File: src/rtl/fetch_stage.sv
// Instruction fetch stage: PC register, redirect/stall arbitration and the IF/ID pipeline register.
// A small BOOT/RUN/HALTED controller sequences start-up and permanent halt.
module fetch_stage #(
   parameter logic [31:0] RESET_PC = 32'h00000000
) (
   input  logic        Clk,
   input  logic        Rst,
   input  logic        Stall,
   input  logic        BranchTaken,
   input  logic [31:0] BranchTarget,
   input  logic        Jump,
   input  logic [31:0] JumpTarget,
   input  logic        Halt,
   input  logic [31:0] Instruction,
   output logic [31:0] IMemAddress,
   output logic [31:0] IF_ID_Instruction,
   output logic [31:0] IF_ID_PCPlus4,
   output logic        IF_ID_Valid,
   output logic        AlignFault,
   output logic [31:0] FetchCount
);

   localparam logic [31:0] ResetPcWord = {RESET_PC[31:2], 2'b00};

   typedef enum logic [1:0] {StBoot, StRun, StHalted} state_e;

   state_e      state_q, state_d;
   logic [31:0] pc_q, pc_d;
   logic [31:0] instr_q, instr_d;
   logic [31:0] pc4_q, pc4_d;
   logic        valid_q, valid_d;
   logic        fault_q, fault_d;
   logic [31:0] count_q, count_d;

   logic [31:0] pc_plus4;
   logic        redirect;
   logic [31:0] target;

   assign pc_plus4 = pc_q + 32'd4;
   assign redirect = BranchTaken | Jump;
   // Branch resolves later in the pipe than a decode-stage jump, so it wins.
   assign target   = BranchTaken ? BranchTarget : JumpTarget;

   // State register and datapath registers
   always_ff @(posedge Clk or posedge Rst) begin
      if (Rst) begin
         state_q <= StBoot;
         pc_q    <= ResetPcWord;
         instr_q <= 32'h0;
         pc4_q   <= 32'h0;
         valid_q <= 1'b0;
         fault_q <= 1'b0;
         count_q <= 32'h0;
      end else begin
         state_q <= state_d;
         pc_q    <= pc_d;
         instr_q <= instr_d;
         pc4_q   <= pc4_d;
         valid_q <= valid_d;
         fault_q <= fault_d;
         count_q <= count_d;
      end
   end

   // Next-state logic
   always_comb begin
      state_d = state_q;
      unique case (state_q)
         StBoot:   state_d = Halt ? StHalted : StRun;
         StRun:    if (Halt) state_d = StHalted;
         StHalted: state_d = StHalted;
         default:  state_d = StBoot;
      endcase
   end

   // Datapath next values; every non-advancing, non-stalled edge loads a bubble
   always_comb begin
      pc_d    = pc_q;
      instr_d = instr_q;
      pc4_d   = pc4_q;
      valid_d = valid_q;
      fault_d = fault_q;
      count_d = count_q;
      unique case (state_q)
         StRun: begin
            if (Halt) begin
               instr_d = 32'h0;
               pc4_d   = 32'h0;
               valid_d = 1'b0;
            end else if (redirect) begin
               pc_d    = {target[31:2], 2'b00};
               instr_d = 32'h0;
               pc4_d   = 32'h0;
               valid_d = 1'b0;
               if (target[1:0] != 2'b00) fault_d = 1'b1;
            end else if (!Stall) begin
               pc_d    = pc_plus4;
               instr_d = Instruction;
               pc4_d   = pc_plus4;
               valid_d = 1'b1;
               count_d = count_q + 32'd1;
            end
         end
         StBoot: begin
            pc_d    = ResetPcWord;
            instr_d = 32'h0;
            pc4_d   = 32'h0;
            valid_d = 1'b0;
         end
         default: begin
            instr_d = 32'h0;
            pc4_d   = 32'h0;
            valid_d = 1'b0;
         end
      endcase
   end

   assign IMemAddress       = pc_q;
   assign IF_ID_Instruction = instr_q;
   assign IF_ID_PCPlus4     = pc4_q;
   assign IF_ID_Valid       = valid_q;
   assign AlignFault        = fault_q;
   assign FetchCount        = count_q;

endmodule

File: config.mk
export PLATFORM = sky130hd
export DESIGN_NAME = fetch_stage
export DESIGN_NICKNAME = d
export VERILOG_FILES = /design/src/rtl/fetch_stage.sv
export SDC_FILE = /design/constraint.sdc
export NUM_CORES = 1
export LEC_CHECK = 0
export CAP_MARGIN = 20
export CORE_MARGIN = 4
export CORE_UTILIZATION = 68
export CTS_CLUSTER_SIZE = 12
export DETAILED_ROUTE_END_ITERATION = 12
export DONT_BUFFER_PORTS = 1
export PLACE_DENSITY = 0.95
export SKIP_CTS_REPAIR_TIMING = 1
export SLEW_MARGIN = 20
export SYNTH_ARGS = -nofsm -noshare
export SYNTH_HDL_FRONTEND = slang
export SYNTH_SLANG_ARGS = --single-unit
File: constraint.sdc
create_clock -name Clk -period 9.35 [get_ports Clk]
set_input_delay 1.4025 -clock Clk [delete_from_list [all_inputs] [get_ports Clk]]
set_output_delay 1.4025 -clock Clk [all_outputs]
set_load 0.02 [all_outputs]
* Word level (Yosys, flattened, before mapping)
Index checks and enable logic that the tools add are counted.
** Operators by class
- Reduce and logical (&&, ||, !) cells :: 6
- Bitwise gates (word level) :: 4
- Mux-type cells :: 19
- $add $sub $neg :: 2
- Eq/ne operators :: 6
** Operators with widths (number)
- $mux 32 :: 11
- $pmux 32 s2 :: 1
- $add 32x1->32 const B :: 1
- $add 32x3->32 const B :: 1
- $reduce_and 4->1 :: 2
- $pmux 2 s3 :: 1
- $mux 1 :: 4
- $mux 2 :: 2
- $ne 2x2->1 const B :: 2
- $ne 4x4->1 const B :: 1
- $reduce_bool 2->1 :: 2
- $ne 3x3->1 const B :: 1
- $not 1->1 :: 3
- $reduce_and 3->1 :: 1
- $eq 2x1->1 const B :: 1
- $eq 2x2->1 const B :: 1
- $logic_not 2->1 :: 1
- $or 1x1->1 :: 1
** Word-level totals
- Input bits :: 102
- Output and inout port bits :: 130
- Flip-flop bits (word level) :: 132
- Word-level logic and storage cells :: 44

* Longest topological paths before layout
- Depth after elaboration :: 5
- Mapped depth :: 9
- Gate-level depth less buffers :: 7

* Least setup slack after synthesis
No wires, ideal clock.
- Path type :: input to register
- Start point :: input port Jump
- End point :: register count_q[18] (netlist: FetchCount[18])
- Path slack :: 6.173 ns
- Library setup time :: 0.076 ns
- Arrival time :: 3.101 ns
- Stages :: 6
- Cell sequence :: or4b_1 buf_2 nor4_4 and3_4 and4_4 xor2_2
** On the way
- Cells in the longest elaborated chain, start to end :: 3
** RTL lines
- from (decl) :: RTL line 11 : input logic Jump,
- $or 1x1->1 :: RTL line 40 : assign redirect = BranchTaken | Jump;
- $not 1->1 (no source line)
- $reduce_and 4->1 (no source line)
- to (signal assigned) :: RTL line 61 : count_q <= count_d;
- to (decl) :: RTL line 33 : logic [31:0] count_q, count_d;
Every way passes these cells.
A chain may end at the register's enable or synchronous reset.

* Final worst setup path
- Start point :: input port Jump
- End point :: register count_q[25] (netlist: FetchCount[25])
Same word-level chain as after synthesis.

==> impl_metrics.ini <==
[sta]
hold_viol = 0
whs_ns = 0.528
relSlewSlack = 0.367
max_freq_mhz = 331
rsz0062_at_grt = no
slew_viol_final = 0
layout_min_cycle_time_ns = 3.02
period_share = 0.323
tightest_slew_ns = 0.950
tns_ns = 0
setup_violations = 0
skew_ns = 0.00900

[detailed_routing]
drt_iter0_markers = 631
postRouteAntennaNets = 0
drc = 0
routed-via-count = 5272
drt_wl_total_mm = 19.3
avgRoutedWirePerCell_um = 27.5
viasPerCell = 7.53
first_pass_iters = 7

[synth]
synth_area_leader_cell = dfrtp_1
syn_inst = 600
ys_seq_elements = 129
ys.flop_type = dfrtp_1
yosys_warnings = 0
synth_top_area_share = 0.509
synth-edff-count = 0
yosysSeqAreaShare = 0.509
ys_types = 56
avgSynthCellArea_um2 = 10.6
syn_area_um2 = 6340
synth.top_cells.by_area = dfrtp_1 (51%), a22o_1 (9.4%), xnor2_1 (5.1%)
synthArstFlopShare = 1.00

[power]
clkPwrFrac = 0.396
pwr-share-comb = 0.161
switching_share = 0.347
seq_power_share = 0.443
p_int_mw = 1.13
p_per_area_nw_per_um2 = 250
ir_drop_mv = 0.189
leakage_nw = 3.15
p_switching_uw = 604

[die]
die-width_um = 105
fp.dieArea_um2 = 10900
rows = 34
io_pins = 232
initial_core_util = 0.713
core_um2 = 8890
die_h_um = 105

[final_layout]
antenna_cells = 0
syn_to_final_growth_pct = 9.63
final_cells = 700
final_common_cell = dfrtp_1
nets = 686
final_area_um2 = 6950
drive_above_1_share = 0.0811
layout_common_cells = dfrtp_1 (129), a22o_1 (68), xnor2_1 (37)

[grt]
antenna_found_initial = 0
grt_first_pass_wirelength_mm = 30.0
grt_max_degree = 74
grt_overflow_total = 0
first_global_vias = 5234
grt_usage = 0.351

[critical_path]
path_cells = or4b_1, nor4_4, nand3_1, nor2_1, xor2_1
critPathRequiredTime_ns = 9.79
cp_max_fo = 15
start_kind = input pin
critPathMaxStageDelay_ns = 0.72
crit_type = input pin to flip-flop
critical-path-slowest-cell = or4b_1
critPathArrivalTime_ns = 3.46
critical-path-top-delay-family = simple AND/OR/NAND/NOR gates
critPathBufInv = 0
cp-end-kind = flip-flop

[placement]
gp_congestion = 0.957
dpl.hpwl_mm = 13.3
placed_area_um2 = 6340
place.detailed.instances = 668
io_buffers = 0

[cts]
clock-sinks = 129
cts_root_buf = clkbuf_8
cts_made_buffers = 17
clk_pin_slew_worst_paths_ns = 0.07
clk_latency_ns = 0.52
cts_max_path_buffers = 2
cts.htree.levels = 4
cts_tree = built

[status]
status = finished clean

[run]
maxCapViolCount = 0

[hold_path]
hold_class = flip-flop to flip-flop
==> metrics by stage <==
stage / total power [mW] / utilization / worst slack (ns)
floorplan: 0.949 / - / 4.51
global placement: 1.02 / 0.713 / 5.96
detailed placement: 1.04 / 0.713 / 5.85
CTS: 1.72 / 0.781 / 6.37
global route: 1.80 / 0.782 / 6.22
finish: 1.74 / 0.782 / 6.33
==> cell type report <==
type	count	area, um2
Fill cell	549	1940
Tap cell	108	135
Inverter	12	47.5
Multi-Input combinational cell	415	2900
Timing Repair Buffer	4	30.0
Clock buffer	18	418
Clock inverter	14	190
Sequential cell	129	3230
==> registers in the layout, indices dropped and copies added (netlist names) <==
register,cells
FetchCount,32
IMemAddress,30
state_q,2
IF_ID_PCPlus4,31
AlignFault,1
IF_ID_Valid,1
IF_ID_Instruction,32
==> Yosys cell counts, types with 6 or more instances <==
cell type,instances
inv_1,10
clkbuf_1,29
a31oi_1,10
and4_1,9
a21o_1,7
o22a_1,7
buf_1,9
o22ai_1,9
nor2_1,32
o21ai_0,21
nand4_1,12
a22o_1,68
xnor2_1,37
o221ai_1,9
and3_1,14
a22oi_1,6
dfrtp_1,129
xor2_1,21
nand3_1,27
a21oi_1,20
o21a_1,6
nand2_1,35
nor3_1,7
==> kinds of logic after synthesis <==
group / after synthesis / synth area share
AOI/OAI and AO/OA: 182 / 0.215
xor gates and xnor gates: 59 / 0.0827
adders and majority gates: 5 / 0.00987
buffers and inverters: 57 / 0.0363
DFF: 129 / 0.509
muxes: 4 / 0.00651
other: 1 / 0.000591
and+or+nand+nor: 163 / 0.140
==> power by group through the flow <==
stage               Clock, mW  Combinational (mW)  Sequential, mW
global placement            0               0.247           0.772
detailed placement          0               0.264           0.777
finish                  0.687               0.279           0.770
global route            0.718               0.299           0.779
CTS                     0.685               0.271           0.768
floorplan                   0               0.220           0.728
==> final timing paths <==
| path | depth (start not counted) | slack [ns] | from | end |
|---|---|---|---|---|
| min in group asynchronous | 1 | 0.85 | Rst | IF_ID_Instruction[15] |
| worst min-delay path | 1 | 0.53 | state_q[1] | state_q[1] |
| worst max-delay path | 5 | 6.33 | Jump | FetchCount[25] |
| worst max register to register | 7 | 6.59 | state_q[1] | FetchCount[25] |
| max in group asynchronous | 2 | 7.07 | Rst | IF_ID_PCPlus4[11] |
| worst min register to register | 1 | 0.53 | state_q[1] | state_q[1] |
==> routing by layer <==
metal,track usage,vias up,share of wire
met4,0.165,0,0.044
met5,0,-,0
met3,0.130,82,0.14
met2,0.563,459,0.48
li1,-,2191,-
met1,0.422,2540,0.34
==> worst register-to-register path, delay by kind of cell, from the launching register on <==
family | cells | cell delay [ns]
buf+inv | 1 | 0.09
flops | 1 | 0.40
fa+ha+maj | 1 | 0.21
simple gates | 4 | 1.83
xor+xnor | 1 | 0.17
Note: power is estimated with default switching activity, not from simulation.
